<file path="config.mk">
export PLATFORM = sky130hd
export DESIGN_NAME = amo_sequencer
export DESIGN_NICKNAME = d
export VERILOG_FILES = /design/src/rtl/amo_sequencer.sv
export SDC_FILE = /design/constraint.sdc
export NUM_CORES = 1
export LEC_CHECK = 0
export BUFFER_PORTS_ARGS = -buffer_cell sky130_fd_sc_hd__clkbuf_2
export CAP_MARGIN = 10
export CORE_ASPECT_RATIO = 0.9
export CORE_UTILIZATION = 58
export CTS_CLUSTER_DIAMETER = 120
export DETAILED_ROUTE_END_ITERATION = 12
export PLACE_DENSITY = 0.77
export SLEW_MARGIN = 20
export SYNTH_ARGS = -nofsm -noshare
export SYNTH_HDL_FRONTEND = slang
export SYNTH_SLANG_ARGS = --single-unit
</file>
<file path="constraint.sdc">
create_clock -name i_clk -period 5.8 [get_ports i_clk]
set_input_delay 1.16 -clock i_clk [delete_from_list [all_inputs] [get_ports i_clk]]
set_output_delay 1.16 -clock i_clk [all_outputs]
set_load 0.01 [all_outputs]
</file>
<file path="src/rtl/amo_sequencer.sv">
// RV32A/RV64A atomic sequencer: runs AMO read-modify-write, LR and SC on a req/gnt
// memory port and owns the single LR/SC reservation (with store-snoop invalidation).
module amo_sequencer #(
  parameter int XLEN     = 32,
  parameter int ADDR_W   = 32,
  parameter int RSV_GRAN = 3
) (
  input  logic              i_clk,
  input  logic              i_reset,
  input  logic              i_req_valid,
  output logic              o_req_ready,
  input  logic [4:0]        i_req_funct5,
  input  logic [ADDR_W-1:0] i_req_addr,
  input  logic [XLEN-1:0]   i_req_data,
  output logic              o_resp_valid,
  output logic [XLEN-1:0]   o_resp_data,
  output logic              o_resp_err,
  output logic              o_mem_req,
  output logic              o_mem_we,
  output logic [ADDR_W-1:0] o_mem_addr,
  output logic [XLEN-1:0]   o_mem_wdata,
  input  logic              i_mem_gnt,
  input  logic              i_mem_rvalid,
  input  logic [XLEN-1:0]   i_mem_rdata,
  input  logic              i_snoop_valid,
  input  logic [ADDR_W-1:0] i_snoop_addr
);

  localparam int OFF_W  = (XLEN == 64) ? 3 : 2;
  localparam int GRAN_W = ADDR_W - RSV_GRAN;

  localparam logic [4:0] F_ADD  = 5'b00000;
  localparam logic [4:0] F_SWAP = 5'b00001;
  localparam logic [4:0] F_LR   = 5'b00010;
  localparam logic [4:0] F_SC   = 5'b00011;
  localparam logic [4:0] F_XOR  = 5'b00100;
  localparam logic [4:0] F_OR   = 5'b01000;
  localparam logic [4:0] F_AND  = 5'b01100;
  localparam logic [4:0] F_MIN  = 5'b10000;
  localparam logic [4:0] F_MAX  = 5'b10100;
  localparam logic [4:0] F_MINU = 5'b11000;
  localparam logic [4:0] F_MAXU = 5'b11100;

  typedef enum logic [2:0] {
    S_IDLE  = 3'd0,
    S_RD    = 3'd1,
    S_RWAIT = 3'd2,
    S_WR    = 3'd3,
    S_RESP  = 3'd4
  } state_t;

  function automatic logic f_legal(input logic [4:0] f);
    case (f)
      F_ADD, F_SWAP, F_LR, F_SC, F_XOR, F_OR, F_AND,
      F_MIN, F_MAX, F_MINU, F_MAXU: f_legal = 1'b1;
      default:                      f_legal = 1'b0;
    endcase
  endfunction

  // Ties keep old: the compares are strict in the direction that would replace it.
  function automatic logic [XLEN-1:0] f_amo(input logic [4:0]      op,
                                            input logic [XLEN-1:0] old,
                                            input logic [XLEN-1:0] rs2);
    logic lt_s;
    logic gt_s;
    logic lt_u;
    logic gt_u;
    lt_s = $signed(rs2) < $signed(old);
    gt_s = $signed(rs2) > $signed(old);
    lt_u = rs2 < old;
    gt_u = rs2 > old;
    case (op)
      F_ADD:   f_amo = old + rs2;
      F_SWAP:  f_amo = rs2;
      F_XOR:   f_amo = old ^ rs2;
      F_OR:    f_amo = old | rs2;
      F_AND:   f_amo = old & rs2;
      F_MIN:   f_amo = lt_s ? rs2 : old;
      F_MAX:   f_amo = gt_s ? rs2 : old;
      F_MINU:  f_amo = lt_u ? rs2 : old;
      F_MAXU:  f_amo = gt_u ? rs2 : old;
      default: f_amo = old;
    endcase
  endfunction

  state_t              r_state;
  state_t              w_state_nxt;
  logic [4:0]          r_op;
  logic [GRAN_W-1:0]   r_gran;
  logic [XLEN-1:0]     r_rs2;
  logic [XLEN-1:0]     r_old;
  logic                r_rsv_valid;
  logic [GRAN_W-1:0]   r_rsv_gran;
  logic                r_req_ready;
  logic                r_resp_valid;
  logic [XLEN-1:0]     r_resp_data;
  logic                r_resp_err;
  logic                r_mem_req;
  logic                r_mem_we;
  logic [ADDR_W-1:0]   r_mem_addr;
  logic [XLEN-1:0]     r_mem_wdata;

  logic                w_accept;
  logic                w_misalign;
  logic [ADDR_W-1:0]   w_req_word;
  logic [GRAN_W-1:0]   w_req_gran;
  logic [GRAN_W-1:0]   w_snp_gran;
  logic                w_snoop_rsv_hit;
  logic                w_sc_ok;
  logic                w_snoop_kill;
  logic                w_unused_snoop_low;
  logic [ADDR_W-1:0]   w_mem_addr_nxt;
  logic [XLEN-1:0]     w_mem_wdata_nxt;
  logic [XLEN-1:0]     w_resp_data_nxt;
  logic                w_resp_err_nxt;
  logic [XLEN-1:0]     w_old_nxt;
  logic                w_rsv_valid_pre;
  logic                w_rsv_valid_nxt;
  logic [GRAN_W-1:0]   w_rsv_gran_nxt;

  assign w_accept           = (r_state == S_IDLE) && i_req_valid;
  assign w_misalign         = |i_req_addr[OFF_W-1:0];
  assign w_req_word         = {i_req_addr[ADDR_W-1:OFF_W], {OFF_W{1'b0}}};
  assign w_req_gran         = i_req_addr[ADDR_W-1:RSV_GRAN];
  assign w_snp_gran         = i_snoop_addr[ADDR_W-1:RSV_GRAN];
  assign w_unused_snoop_low = ^i_snoop_addr[RSV_GRAN-1:0];
  assign w_snoop_rsv_hit    = i_snoop_valid && r_rsv_valid && (w_snp_gran == r_rsv_gran);
  assign w_sc_ok            = r_rsv_valid && (w_req_gran == r_rsv_gran) && !w_snoop_rsv_hit;

  // Next-state, next-output and reservation update for the sequencing FSM.
  always_comb begin
    w_state_nxt     = r_state;
    w_mem_addr_nxt  = r_mem_addr;
    w_mem_wdata_nxt = r_mem_wdata;
    w_resp_data_nxt = {XLEN{1'b0}};
    w_resp_err_nxt  = 1'b0;
    w_old_nxt       = r_old;
    w_rsv_valid_pre = r_rsv_valid;
    w_rsv_gran_nxt  = r_rsv_gran;
    case (r_state)
      S_IDLE: begin
        if (i_req_valid) begin
          if (!f_legal(i_req_funct5) || w_misalign) begin
            w_state_nxt    = S_RESP;
            w_resp_err_nxt = 1'b1;
          end else if (i_req_funct5 == F_SC) begin
            w_rsv_valid_pre = 1'b0;
            if (w_sc_ok) begin
              w_state_nxt     = S_WR;
              w_mem_addr_nxt  = w_req_word;
              w_mem_wdata_nxt = i_req_data;
            end else begin
              w_state_nxt     = S_RESP;
              w_resp_data_nxt = {{(XLEN-1){1'b0}}, 1'b1};
            end
          end else begin
            w_state_nxt    = S_RD;
            w_mem_addr_nxt = w_req_word;
          end
        end else begin
          w_state_nxt = S_IDLE;
        end
      end
      S_RD: begin
        if (i_mem_gnt) begin
          w_state_nxt = S_RWAIT;
        end else begin
          w_state_nxt = S_RD;
        end
      end
      S_RWAIT: begin
        if (i_mem_rvalid) begin
          w_old_nxt = i_mem_rdata;
          if (r_op == F_LR) begin
            w_state_nxt     = S_RESP;
            w_resp_data_nxt = i_mem_rdata;
            w_rsv_valid_pre = 1'b1;
            w_rsv_gran_nxt  = r_gran;
          end else begin
            w_state_nxt     = S_WR;
            w_mem_wdata_nxt = f_amo(r_op, i_mem_rdata, r_rs2);
          end
        end else begin
          w_state_nxt = S_RWAIT;
        end
      end
      S_WR: begin
        if (i_mem_gnt) begin
          w_state_nxt = S_RESP;
          if (r_op == F_SC) begin
            w_resp_data_nxt = {XLEN{1'b0}};
          end else begin
            w_resp_data_nxt = r_old;
            if (r_rsv_valid && (r_gran == r_rsv_gran)) begin
              w_rsv_valid_pre = 1'b0;
            end else begin
              w_rsv_valid_pre = r_rsv_valid;
            end
          end
        end else begin
          w_state_nxt = S_WR;
        end
      end
      S_RESP:  w_state_nxt = S_IDLE;
      default: w_state_nxt = S_IDLE;
    endcase
  end

  // A snoop on the granule being held or being set by LR always wins.
  assign w_snoop_kill    = i_snoop_valid && (w_snp_gran == w_rsv_gran_nxt);
  assign w_rsv_valid_nxt = w_rsv_valid_pre && !w_snoop_kill;

  // State, registered outputs, latched request and reservation.
  always_ff @(posedge i_clk) begin
    if (i_reset) begin
      r_state      <= S_IDLE;
      r_op         <= 5'b00000;
      r_gran       <= {GRAN_W{1'b0}};
      r_rs2        <= {XLEN{1'b0}};
      r_old        <= {XLEN{1'b0}};
      r_rsv_valid  <= 1'b0;
      r_rsv_gran   <= {GRAN_W{1'b0}};
      r_req_ready  <= 1'b1;
      r_resp_valid <= 1'b0;
      r_resp_data  <= {XLEN{1'b0}};
      r_resp_err   <= 1'b0;
      r_mem_req    <= 1'b0;
      r_mem_we     <= 1'b0;
      r_mem_addr   <= {ADDR_W{1'b0}};
      r_mem_wdata  <= {XLEN{1'b0}};
    end else begin
      r_state      <= w_state_nxt;
      r_old        <= w_old_nxt;
      r_rsv_valid  <= w_rsv_valid_nxt;
      r_rsv_gran   <= w_rsv_gran_nxt;
      r_req_ready  <= (w_state_nxt == S_IDLE);
      r_resp_valid <= (w_state_nxt == S_RESP);
      r_resp_data  <= w_resp_data_nxt;
      r_resp_err   <= w_resp_err_nxt;
      r_mem_req    <= (w_state_nxt == S_RD) || (w_state_nxt == S_WR);
      r_mem_we     <= (w_state_nxt == S_WR);
      r_mem_addr   <= w_mem_addr_nxt;
      r_mem_wdata  <= w_mem_wdata_nxt;
      if (w_accept) begin
        r_op   <= i_req_funct5;
        r_gran <= w_req_gran;
        r_rs2  <= i_req_data;
      end
    end
  end

  assign o_req_ready  = r_req_ready;
  assign o_resp_valid = r_resp_valid;
  assign o_resp_data  = r_resp_data;
  assign o_resp_err   = r_resp_err;
  assign o_mem_req    = r_mem_req;
  assign o_mem_we     = r_mem_we;
  assign o_mem_addr   = r_mem_addr;
  assign o_mem_wdata  = r_mem_wdata;

endmodule
</file>
==> impl_metrics.env, run 1 <==
export IMPL_status="finished, final reports clean"
export IMPL_cpPeakStageDelay_ns=0.64
export IMPL_clkLatencyLatePin_ns=0.54
export IMPL_grt_antenna_before_repair=2
export IMPL_hold_path_depth=2
export IMPL_fill_cells=2175
export IMPL_area_growth_pct=14.49
export IMPL_grt_overflow_total=0
export IMPL_nNetsFinal=2367
export IMPL_cts_sinks=230
export IMPL_initial_core_util_pct=59.78
export IMPL_path_cells="clkbuf_2 > inv_1 > ha_1 > nor2_1 > a221oi_1 > o21bai_1 > or3_1 > o41ai_4 > nor2_1 > o221ai_2 > buf_12 > a221oi_1 > a211oi_1"
export IMPL_postPlaceCellArea_um2=16590
export IMPL_reg2regPathDepth=12
export IMPL_worstPathMaxFanout=15
export IMPL_drt_pass1_iter_count=6
export IMPL_synth_compound_area_share_pct=23.34
export IMPL_placed_cells_incl_taps=2446
export IMPL_synth_mux_area_share_pct=4.735
export IMPL_grt_first_pass_wirelength_um=83090
export IMPL_period_needed_ns=4.520
export IMPL_crit_arrival_ns=4.96
export IMPL_crit_buf_inv=3
export IMPL_cts_clk_slew_worst_paths_ns=0.06
export IMPL_synth_async_sr_flop_share_pct=0
export IMPL_postCtsHoldBufs=0
export IMPL_ys_warn_count=0
export IMPL_crit_family="compound AO/OA/AOI/OAI gates"
export IMPL_crit_slowest_cell="o221ai_2"
export IMPL_clockBufferDepth=3
export IMPL_setup_viol=0
export IMPL_pwr_density_cell_nw_per_um2=238.7
export IMPL_synth_adder_area_share_pct=8.022
export IMPL_synth_top_family_by_area="compound AO/OA/AOI/OAI gates"
export IMPL_place_port_buffers=234
export IMPL_grt_pass1_vias=14620
export IMPL_cts_inserted_buffers=25
export IMPL_routed_via_density=6.425
export IMPL_fin_area_um2=17430
export IMPL_dp_hpwl_um=37890
export IMPL_regArea_um2=4604
export IMPL_grt_total_usage_pct=38.94
export IMPL_layout_commonest_cell="nand2_1"
export IMPL_setup_tns_ns=0
export IMPL_hold_viol=0
export IMPL_root_buffer="clkbuf_16"
export IMPL_die_width_um=172.8
export IMPL_fin_crit_sh_pct=77.93
export IMPL_wire_per_inst_um=21.88
export IMPL_worst_setup_path_type="input port to flip-flop"
export IMPL_vias=16010
export IMPL_cts_tree="done"
export IMPL_synth_edff_count=0
export IMPL_slew_viol_final=0
export IMPL_cp_start_kind="input port"
export IMPL_drcViolationCount=0
export IMPL_cap_viol_max_count=0
export IMPL_vdd_drop_max_mv=0.2173
export IMPL_gp_congestion=1.006
export IMPL_final_layout_size_suffix_gt1_share_pct=16.10
export IMPL_synthCells=1977
export IMPL_fin_cells=2491
export IMPL_ioPinCount=240
export IMPL_rsz0062_at_grt="no"
export IMPL_fmax_mhz=221.2
export IMPL_worst_slew_pin_slew_ns=1.007
export IMPL_min_path_type="flip-flop to flip-flop"
export IMPL_synthSimpleGateAreaFrac_pct=20.10
export IMPL_rows=55
export IMPL_coreArea_um2=25460
export IMPL_ys_ff_latch=230
export IMPL_die_area_um2=26900
export IMPL_cts_resized=0
export IMPL_postCtsSetupRepairBufs=0
export IMPL_grt_max_degree=122
export IMPL_multi_input_area_um2=9787
export IMPL_ant_nets=0
export IMPL_drt_iter0_drc=1971
export IMPL_required_ns=6.24
export IMPL_fin_skew_ns=0.01729
export IMPL_ys_types=79
export IMPL_leakage_nw=7.288
export IMPL_synth_flop_cell="dfxtp_1"
export IMPL_htreeDepth=1
export IMPL_die_h_um=155.7
export IMPL_worstSetupPathDepth=13
export IMPL_relSlewSlack_pct=32.76
export IMPL_synthXorXnorAreaFrac_pct=7.652
export IMPL_syn_cell_area_um2=15220
export IMPL_final_cell_mix="nand2_1, clkbuf_2, dfxtp_1"
export IMPL_cp_end_kind="flip-flop"
export IMPL_diodes=0
export IMPL_synth_seq_area_share_pct=30.25
export IMPL_totalWireLength_um=54510
export IMPL_syn_area_per_cell_um2=7.700
==> layout make-up <==
type | count | share of cell area, %
clock buffers | 31 | 3.834
repair buffers | 266 | 8.278
clock inverters | 14 | 0.9836
inverters | 87 | 1.874
flip-flops and latches | 230 | 26.42
well taps | 342 | 2.455
multi-input cells | 1521 | 56.16
==> logic make-up after synthesis <==
group                      Yosys count
buffers and inverters              227
other                                1
DFF                                230
AOI/OAI and AO/OA                  529
xor gates and xnor gates           133
muxes                               72
adders and majority gates           97
and+or+nand+nor                    688
==> tightest hold or removal path, stage by stage (launching register included) <==
cell,delay (ns)
dfxtp_1,0.31
nand2_1,0.05
a21oi_1,0.05
==> cells in the mapped netlist (7+ instances only) <==
cell type	instances	area [um^2]
a211oi_1	21	157.7
a21o_1	23	172.7
a21oi_1	198	991.0
a221oi_1	34	297.8
a22oi_1	61	457.9
and2_1	8	50.05
buf_1	10	37.54
buf_2	15	75.07
clkbuf_1	109	409.1
dfxtp_1	230	4604
ha_1	96	1201
inv_1	85	319.1
mux2i_1	72	720.7
nand2_1	280	1051
nand2b_1	7	43.79
nand3_1	31	155.2
nand4_1	34	212.7
nor2_1	190	713.2
nor2b_1	7	43.79
nor3_1	66	330.3
nor4_1	21	131.4
o2111ai_1	10	87.58
o211ai_1	23	172.7
o21ai_0	63	315.3
o21bai_1	8	60.06
o22ai_1	10	62.56
o31a_1	7	61.31
or3_1	16	100.1
xnor2_1	71	621.9
xor2_1	62	543.0
==> power by group <==
part / switching (mW) / internal (mW) / leakage (nW) / total [mW]
logic: 0.546 / 0.281 / 5.02 / 0.827
registers: 0.0562 / 1.62 / 1.86 / 1.67
clock network: 0.701 / 0.958 / 0.403 / 1.66
==> sequential cells by signal, summed over array words and instances, names as in the netlist <==
name	flops
o_mem_wdata	32
o_mem_addr	30
o_resp_valid	1
r_rsv_gran	29
r_old	32
o_resp_err	1
o_mem_req	1
r_rsv_valid	1
o_req_ready	1
o_resp_data	32
r_state	3
r_gran	29
r_op	5
o_mem_we	1
r_rs2	32
==> per-layer routing <==
| metal | track usage, % | up-vias | routed length, um |
|---|---|---|---|
| met5 | 0 | - | 0 |
| met4 | 14.12 | 0 | 1848 |
| met3 | 8.528 | 127 | 6250 |
| met2 | 58.14 | 991 | 23140 |
| met1 | 54.88 | 7578 | 23280 |
| li1 | - | 7309 | - |
==> final timing paths <==
| kind | from | end | slack (ns) |
|---|---|---|---|
| setup / recovery | i_mem_rdata[29] | o_mem_wdata[7] | 1.28 |
| hold / removal | r_old[18] | r_old[18] | 0.45 |
| setup reg to reg | r_rs2[25] | o_mem_wdata[7] | 1.66 |
| hold reg to reg | r_old[18] | r_old[18] | 0.45 |
==> metrics by stage <==
stage	hold WS [ns]	total power, mW	util [%]	worst slack [ns]
2_1_floorplan	0.4360	2.203	-	1.399
3_3_place_gp	0.4412	2.484	65.15	0.9227
3_5_place_dp	0.4460	2.502	65.15	0.8367
4_1_cts	0.4543	4.137	68.45	1.376
5_1_grt	0.4647	4.285	68.45	0.9928
6_report	0.4549	4.160	68.45	1.280
Power figures use the tool's default switching activity.
==> run 2: changes to the inputs <==
Settings changed: CORE_UTILIZATION 58 to 53, PLACE_DENSITY 0.77 to 0.74.
Clock period 5.8 ns to 3.6 ns, I/O delays scaled along.
==> run 2 against run 1 <==
Net effect:
- first-iteration DRC count increased by 2.6%
- sequential power rose by 60%
- die area is 9.3% higher
- clock skew down 0.00052 ns
- power rose by 69%
- clock-buffer cell count grew 3
- flip-flop and latch count unchanged
- sequential share of layout area down 2.5 points
- cell count increased by 9.4%
- worst hold slack worse by 0.051 ns
- clock power grew 63%
- utilization is essentially flat
- critical endpoint unchanged
==> impl_metrics.env, run 2 (same netlist as run 1, synthesis figures left out) <==
export IMPL_vias=16680
export IMPL_clockBufferDepth=3
export IMPL_reg2regPathDepth=15
export IMPL_fmax_mhz=281.1
export IMPL_cts_inserted_buffers=26
export IMPL_slew_viol_final=0
export IMPL_cts_tree="done"
export IMPL_ant_nets=0
export IMPL_required_ns=4.00
export IMPL_root_buffer="clkbuf_16"
export IMPL_clkLatencyLatePin_ns=0.55
export IMPL_die_width_um=180.6
export IMPL_gp_congestion=0.9981
export IMPL_grt_pass1_vias=15480
export IMPL_setup_viol=0
export IMPL_min_path_type="input port to flip-flop"
export IMPL_fin_crit_sh_pct=98.82
export IMPL_hold_viol=0
export IMPL_setup_ws_ns=0.04265
export IMPL_coreArea_um2=28080
export IMPL_layout_commonest_cell="nand2_1"
export IMPL_startpoint="r_rs2[29]"
export IMPL_pwr_density_cell_nw_per_um2=365.8
export IMPL_crit_arrival_ns=3.96
export IMPL_endpoint="o_mem_wdata[7]"
export IMPL_fin_cells=2725
export IMPL_die_h_um=162.8
export IMPL_cp_end_kind="flip-flop"
export IMPL_placed_cells_incl_taps=2674
export IMPL_period_needed_ns=3.557
export IMPL_r2r_start="r_rs2[29]"
export IMPL_grt_total_usage_pct=37.88
export IMPL_cts_sinks=230
export IMPL_grt_antenna_before_repair=3
export IMPL_routed_via_density=6.122
export IMPL_dp_hpwl_um=42120
export IMPL_drt_iter0_drc=2022
export IMPL_status="finished, final reports clean"
export IMPL_ioPinCount=240
export IMPL_htreeDepth=1
export IMPL_cts_clk_slew_worst_paths_ns=0.07
export IMPL_totalWireLength_um=57610
export IMPL_die_area_um2=29400
export IMPL_fin_total_pwr_mw=7.032
export IMPL_grt_overflow_total=0
export IMPL_worstReg2RegEnd="o_mem_wdata[7]"
export IMPL_worst_setup_path_type="flip-flop to flip-flop"
export IMPL_drcViolationCount=0
export IMPL_relSlewSlack_pct=31.77
export IMPL_cp_start_kind="flip-flop"
export IMPL_grt_first_pass_wirelength_um=87650
export IMPL_regToRegSetupSlack_ns=0.04
export IMPL_fin_skew_ns=0.01677
export IMPL_final_util_pct=68.46
export IMPL_final_cell_mix="nand2_1, buf_4, clkbuf_2"
export IMPL_leakage_nw=8.371
export IMPL_cap_viol_max_count=0
export IMPL_fin_area_um2=19230
export IMPL_grt_max_degree=73
export IMPL_area_growth_pct=26.31
export IMPL_worstPathMaxFanout=10
export IMPL_pre_cts_ws_ns=-0.4548
export IMPL_worst_slew_pin_slew_ns=1.023
export IMPL_nNetsFinal=2579
export IMPL_drt_pass1_iter_count=6
export IMPL_wire_per_inst_um=21.14
export IMPL_postPlaceCellArea_um2=18290
export IMPL_rows=58
export IMPL_setup_tns_ns=0
export IMPL_place_port_buffers=234
export IMPL_initial_core_util_pct=54.20
export IMPL_final_layout_size_suffix_gt1_share_pct=24.33
export IMPL_vdd_drop_max_mv=0.3487
export IMPL_fin_hold_ws_ns=0.4040
-- run 2: cell types whose count changed in the layout (fill, tap and decap cells not counted), sizes merged --
cell and change:
diode +2, clkbuf +3, inv +2, clkinv -2, bufinv -3, clkinvlp +3, buf +211
-- run 2: worst min path at each step --
| stage | start | end | slack (ns) | cells past startpoint |
|---|---|---|---|---|
| after global placement | r_old[15] | r_old[15] | 0.44 | 2 |
| final | i_req_data[27] | r_rs2[27] | 0.40 | 3 |
| after detailed placement | r_old[9] | r_old[9] | 0.45 | 2 |
| after floorplan | r_old[0] | r_old[0] | 0.44 | 2 |
| after global routing | i_req_data[17] | r_rs2[17] | 0.42 | 3 |
| after CTS | i_req_data[17] | r_rs2[17] | 0.40 | 3 |
-- run 2: power by group --
| part | internal [mW] | leakage [nW] | total [mW] | switching, mW |
|---|---|---|---|---|
| Clock | 1.51 | 0.418 | 2.71 | 1.20 |
| Sequential | 2.61 | 1.87 | 2.68 | 0.0716 |
| Combinational | 0.665 | 6.09 | 1.64 | 0.976 |
-- run 2: area by class of cell --
class,count,area (um^2)
tap,360,450.4
fill,2398,8857
timing repair buffer,477,3093
antenna,2,5.005
clock buffer,34,760.7
multi-input combinational,1521,9866
clock inverter,14,120.1
inverter,87,326.6
sequential,230,4606
-- run 2: routing by layer --
| metal | GRT usage, % | part of all wire, % | vias to the layer above |
|---|---|---|---|
| met5 | 0 | 0.023 | - |
| li1 | - | - | 7747 |
| met4 | 14.57 | 3.9 | 2 |
| met1 | 53.35 | 44 | 7854 |
| met3 | 7.357 | 10 | 136 |
| met2 | 56.79 | 42 | 944 |
-- run 2: repair_timing --
| action | in CTS | in global routing |
|---|---|---|
| setup endpoints to repair | 1 | 26 |
| pin swaps | 1 | 3 |
| hold buffers | 0 | 0 |
| hold endpoints to repair | 0 | 0 |
| gates resized for setup | 0 | 12 |
| setup buffers | 0 | 1 |
-- run 2: worst max-delay path: stages (launching register included) --
cell      delay [ns]
dfxtp_1         0.33
inv_1           0.07
ha_1            0.30
buf_4           0.19
nor4_4          0.47
nand4_1         0.27
inv_1           0.20
o41a_2          0.27
o41ai_4         0.10
buf_4           0.19
nor2_1          0.08
buf_4           0.15
o221ai_2        0.13
buf_4           0.22
a221oi_1        0.30
a211oi_1        0.11
